$ cat config.mk
export PLATFORM = sky130hd
export DESIGN_NAME = mul_share_arbiter_flat
export DESIGN_NICKNAME = d
export VERILOG_FILES = /design/src/rtl/mul_share_arbiter_if.sv /design/src/rtl/mul_share_arbiter.sv /design/src/flat_wrapper.sv
export SDC_FILE = /design/constraint.sdc
export NUM_CORES = 1
export LEC_CHECK = 0
export BUFFER_PORTS_ARGS = -buffer_cell sky130_fd_sc_hd__buf_4
export CORE_UTILIZATION = 41
export CTS_CLUSTER_DIAMETER = 60
export DETAILED_ROUTE_END_ITERATION = 12
export GPL_ROUTABILITY_DRIVEN = 0
export PLACE_DENSITY = 0.72
export SKIP_CTS_REPAIR_TIMING = 1
export SYNTH_ARGS = -nofsm -noshare
export SYNTH_HDL_FRONTEND = slang
export SYNTH_SLANG_ARGS = --single-unit
$ cat constraint.sdc
create_clock -name clk -period 3.3 [get_ports clk]
set_input_delay 0.165 -clock clk [delete_from_list [all_inputs] [get_ports clk]]
set_output_delay 0.165 -clock clk [all_outputs]
set_load 0.02 [all_outputs]
$ cat src/rtl/mul_share_arbiter_if.sv
// rtl/mul_share_arbiter_if.sv - request, response and shared-multiplier signals of mul_share_arbiter
interface mul_share_arbiter_if #(
  parameter int N_REQ = 4,
  parameter int W     = 8
);
  logic [N_REQ-1:0]       req_valid;
  logic [N_REQ-1:0]       req_ready;
  logic [N_REQ*W-1:0]     req_a;
  logic [N_REQ*W-1:0]     req_b;
  logic [N_REQ-1:0]       rsp_valid;
  logic [N_REQ-1:0]       rsp_ready;
  logic [N_REQ*2*W-1:0]   rsp_product;
  logic [W-1:0]           mul_a;
  logic [W-1:0]           mul_b;
  logic [2*W-1:0]         mul_product;
  logic                   busy;

  modport master (
    output req_valid, req_a, req_b, rsp_ready, mul_product,
    input  req_ready, rsp_valid, rsp_product, mul_a, mul_b, busy
  );

  modport slave (
    input  req_valid, req_a, req_b, rsp_ready, mul_product,
    output req_ready, rsp_valid, rsp_product, mul_a, mul_b, busy
  );
endinterface

$ cat src/rtl/mul_share_arbiter.sv
// rtl/mul_share_arbiter.sv - round-robin sharing of one pipelined multiplier among N_REQ requesters
module mul_share_arbiter #(
  parameter int N_REQ   = 4,
  parameter int W       = 8,
  parameter int MUL_LAT = 2
) (
  input  logic              clk,
  input  logic              rst,
  mul_share_arbiter_if.slave bus
);
  localparam int IW = (N_REQ > 1) ? $clog2(N_REQ) : 1;
  localparam int PW = 2 * W;

  logic [IW-1:0]        ptr;
  logic [N_REQ-1:0]     pending;
  logic [N_REQ-1:0]     rsp_valid_q;
  logic [N_REQ*PW-1:0]  rsp_product_q;
  logic [MUL_LAT-1:0]   tag_v;
  logic [IW-1:0]        tag_idx [MUL_LAT];

  logic [N_REQ-1:0]     eligible;
  logic                 grant_any;
  logic [IW-1:0]        grant_idx;
  logic [IW:0]          scan_sum;
  logic [IW-1:0]        cand;

  assign eligible = bus.req_valid & ~pending & ~rsp_valid_q;

  // Scan from ptr upwards with wrap; first eligible index wins.
  always_comb begin
    grant_any = 1'b0;
    grant_idx = '0;
    scan_sum  = '0;
    cand      = '0;
    for (int k = 0; k < N_REQ; k++) begin
      scan_sum = {1'b0, ptr} + (IW+1)'(k);
      if (scan_sum >= (IW+1)'(N_REQ)) begin
        scan_sum = scan_sum - (IW+1)'(N_REQ);
      end
      cand = scan_sum[IW-1:0];
      if (!grant_any && eligible[cand]) begin
        grant_any = 1'b1;
        grant_idx = cand;
      end
    end
  end

  always_comb begin
    bus.req_ready = '0;
    bus.mul_a     = '0;
    bus.mul_b     = '0;
    if (grant_any && !rst) begin
      for (int i = 0; i < N_REQ; i++) begin
        if (grant_idx == IW'(i)) begin
          bus.req_ready[i] = 1'b1;
          bus.mul_a        = bus.req_a[i*W +: W];
          bus.mul_b        = bus.req_b[i*W +: W];
        end
      end
    end
  end

  assign bus.rsp_valid   = rsp_valid_q;
  assign bus.rsp_product = rsp_product_q;
  assign bus.busy        = (|pending) | (|rsp_valid_q);

  always_ff @(posedge clk or posedge rst) begin
    if (rst) begin
      ptr           <= '0;
      pending       <= '0;
      rsp_valid_q   <= '0;
      rsp_product_q <= '0;
      tag_v         <= '0;
      for (int s = 0; s < MUL_LAT; s++) begin
        tag_idx[s] <= '0;
      end
    end else begin
      if (grant_any) begin
        ptr                <= (grant_idx == IW'(N_REQ - 1)) ? '0 : grant_idx + IW'(1);
        pending[grant_idx] <= 1'b1;
      end

      // Tags travel alongside the operands so each product finds its owner.
      tag_v[0]   <= grant_any;
      tag_idx[0] <= grant_idx;
      for (int s = 1; s < MUL_LAT; s++) begin
        tag_v[s]   <= tag_v[s-1];
        tag_idx[s] <= tag_idx[s-1];
      end

      rsp_valid_q <= rsp_valid_q & ~bus.rsp_ready;
      for (int i = 0; i < N_REQ; i++) begin
        if (tag_v[MUL_LAT-1] && tag_idx[MUL_LAT-1] == IW'(i)) begin
          rsp_valid_q[i]              <= 1'b1;
          pending[i]                  <= 1'b0;
          rsp_product_q[i*PW +: PW]   <= bus.mul_product;
        end
      end
    end
  end
endmodule

$ cat src/flat_wrapper.sv
// flat-port wrapper written by rule: the top's interface ports become plain ports
module mul_share_arbiter_flat 
#(
  parameter int N_REQ   = 4,
  parameter int W       = 8,
  parameter int MUL_LAT = 2
)
  (clk, rst, bus_req_valid, bus_req_a, bus_req_b, bus_rsp_ready, bus_mul_product, bus_req_ready, bus_rsp_valid, bus_rsp_product, bus_mul_a, bus_mul_b, bus_busy);
  mul_share_arbiter_if #(.N_REQ(N_REQ), .W(W)) bus_i ();
  input  logic clk;
  input  logic rst;
  input wire logic [$bits(bus_i.req_valid)-1:0] bus_req_valid;
  input wire logic [$bits(bus_i.req_a)-1:0] bus_req_a;
  input wire logic [$bits(bus_i.req_b)-1:0] bus_req_b;
  input wire logic [$bits(bus_i.rsp_ready)-1:0] bus_rsp_ready;
  input wire logic [$bits(bus_i.mul_product)-1:0] bus_mul_product;
  output wire logic [$bits(bus_i.req_ready)-1:0] bus_req_ready;
  output wire logic [$bits(bus_i.rsp_valid)-1:0] bus_rsp_valid;
  output wire logic [$bits(bus_i.rsp_product)-1:0] bus_rsp_product;
  output wire logic [$bits(bus_i.mul_a)-1:0] bus_mul_a;
  output wire logic [$bits(bus_i.mul_b)-1:0] bus_mul_b;
  output wire logic [$bits(bus_i.busy)-1:0] bus_busy;
  assign bus_i.req_valid = bus_req_valid;
  assign bus_i.req_a = bus_req_a;
  assign bus_i.req_b = bus_req_b;
  assign bus_i.rsp_ready = bus_rsp_ready;
  assign bus_i.mul_product = bus_mul_product;
  assign bus_req_ready = bus_i.req_ready;
  assign bus_rsp_valid = bus_i.rsp_valid;
  assign bus_rsp_product = bus_i.rsp_product;
  assign bus_mul_a = bus_i.mul_a;
  assign bus_mul_b = bus_i.mul_b;
  assign bus_busy = bus_i.busy;
  mul_share_arbiter #(.N_REQ(N_REQ), .W(W), .MUL_LAT(MUL_LAT)) u_core (.clk(clk), .rst(rst), .bus(bus_i));
endmodule
==> results by group <==
Run status
  – Status: finished, violations left
  – Failing checks: design-rule violations

Route
  – Detailed-route vias per instance: 5.20
  – Via count: 3115
  – Routed wire length: 10.3 mm
  – Drt first pass iters: 10
  – Routed WL per cell: 17.2 um
  – DR iter-0 viols: 105
  – Antenna Nets Post-Route: 0
  – # DRC: 5

Die
  – Die W: 98.3 um
  – DIE HEIGHT: 98.3 um
  – Row cnt: 34
  – Starting Density: 0.429
  – Core ar.: 0.00885 mm^2
  – Die area: 0.00966 mm^2
  – # IOs: 179

STA
  – Unrepaired setup endpoints after global routing: no
  – Fin. max-slew vios: 0
  – Final setup viols: 0
  – Final Cycle Share: 0.942
  – Setup TNS Final: 0 ps
  – Final Hold Viols: 0
  – Max transition margin: 0.239
  – Slew @ Worst Pin: 1140 ps
  – FMAX: 0.322 GHz
  – Setup Skew: 9.66 ps
  – Period minus WS final: 3110 ps

Finish
  – Non-filler instance count after layout: 599
  – Most common cell after layout, fill and taps aside: buf_4
  – Design area: 0.00552 mm^2
  – Multi-input logic area: 0.00169 mm^2
  – Area Overhead vs Synth: 45.1%
  – Commonest non-fill, non-tap cells in the layout: buf_4, dfrtp_1, mux2_2
  – Fillcell total: 736
  – Layout Nets: 580
  – Layout cell share with drive strength beyond 1: 0.566
  – Reg area: 0.00200 mm^2
  – N_diodes: 0

GRT
  – Global Route Usage Sum: 0.220
  – Grt total ovfl: 0
  – Largest net degree at the start of global routing: 44
  – Vias in the first global route: 3306
  – First-pass GRT wire length: 16.7 mm
  – Initial antenna violation count: 0

Setup path
  – CP Launch Type: register
  – FF-to-FF path depth: 6
  – Critical Path RT: 3130 ps
  – Crit-path max FO: 34
  – Crit end category: output pin
  – WP data arrival: 2940 ps
  – WS Path Type: reg2out

Synth
  – Syn Area/Cell: 12.4 um^2
  – Post-synth cell types: 36
  – Post-Syn Area: 0.00380 mm^2
  – Synth Register Bits: 80
  – Ys async rst share: 1.00
  – Synth Flop Type: dfrtp_1
  – Post-Syn Nets: 401
  – Area contributors post-synth: dfrtp_1, mux2_2, o221ai_1
  – Share of the synthesized area in the top cell type: 0.527
  – Synthesized instance count: 307
  – Post-synthesis sequential area ratio: 0.527
  – Synth warnings: 0
  – Post-synth top area cell: dfrtp_1
  – Post-synth EDFFs: 0

Clock network
  – Skew-Pair Late Insertion Delay: 340 ps
  – Clock sinks: 80
  – Clk slew on worst S/H paths: 70 ps
  – CTS buffer count: 9
  – H-Tree Depth: 3
  – CTS tree: done
  – Root Driver: clkbuf_8
  – Clock buffer depth: 2

Job
  – Maxcap violations: 0

Placed design
  – Port buffer count: 178
  – DP Area: 0.00525 mm^2
  – Placed cell count: 581
  – Hpwl dp: 7.46 mm

Power and ir drop
  – Final Power: 6.18 mW
  – PwrDens: 1120 mW/mm^2
  – Lkg Pwr: 2.72 nW
  – Peak supply drop: 0.640 mV

Min path
  – Hold Path Stages: 2
  – Hold Crit Class: in2reg
==> state kept, by name, indices dropped and copies added (netlist names) <==
signal                  flops
u_core.bus.rsp_product     64
u_core.bus.rsp_valid        4
u_core.pending              4
u_core.tag_idx              4
u_core.ptr                  2
u_core.tag_v                2
==> cells by family after synthesis <==
kind of cell / share of synthesized area
AO/OA/AOI/OAI: 0.120
adder cells (fa/ha/maj): 0.0132
buffers and inverters: 0.0346
flip-flops: 0.527
multiplexers: 0.195
AND/OR/NAND/NOR: 0.110
==> cell type report <==
class	instances	share of cell area
repair buffers	187	0.255
clock buffers	11	0.0238
inverters	11	0.00839
clock inverters	5	0.0188
multi-input cells	197	0.306
flip-flops and latches	80	0.363
well taps	108	0.0245
==> metal layers <==
| layer | share of wire | global-route usage |
|---|---|---|
| met1 | 0.42 | 0.278 |
| met2 | 0.52 | 0.384 |
| met3 | 0.046 | 0.0465 |
| met5 | 0 | 0 |
| met4 | 0.011 | 0.0563 |
==> stage by stage <==
stage	hold WS (ps)	setup slack, ps	utilization
finish	2.03	193	0.623
global route	0.392	18.8	0.623
CTS	-88.5	87.5	0.620
detailed placement	282	477	0.593
global placement	274	545	0.593
floorplan	261	399	-
==> power by group <==
part           switching, mW  total (mW)  internal [mW]
sequential             0.327        1.81           1.48
clock                  0.338       0.843          0.505
combinational           1.83        3.52           1.69
==> synthesized netlist by cell type (all sizes together) (4+ instances only) <==
cell type and instances:
nor2 4, a21o 17, and3b 16, o21ai 8
buf 12, clkbuf 7, a21oi 18, inv 9
ha 4, nand2 23, o221ai 17, mux2 65
nor3b 5, dfrtp 80
==> worst max-delay path, cell delays in order, from the launching register on <==
cell and delay, ps:
dfrtp_1 420, or3b_4 410, or3_4 390, o211a_1 180, ha_1 200, buf_4 220
and3b_1 250, o221ai_1 160, a21oi_1 190, buf_4 160
==> path summary, 6_finish.rpt <==
kind | slack, ps | startpoint | to
max in group asynchronous | 1860 | rst | u_core.bus.rsp_product[25]
min in group asynchronous | 460 | rst | u_core.bus.rsp_product[16]
max reg2reg | 1080 | u_core.pending[2] | u_core.pending[0]
min | 2 | bus_rsp_ready[3] | u_core.bus.rsp_valid[3]
max | 190 | u_core.pending[2] | bus_mul_b[0]
min reg2reg | 350 | u_core.tag_idx[2] | u_core.tag_idx[0]
No activity file was read; power rests on OpenSTA's default activity.
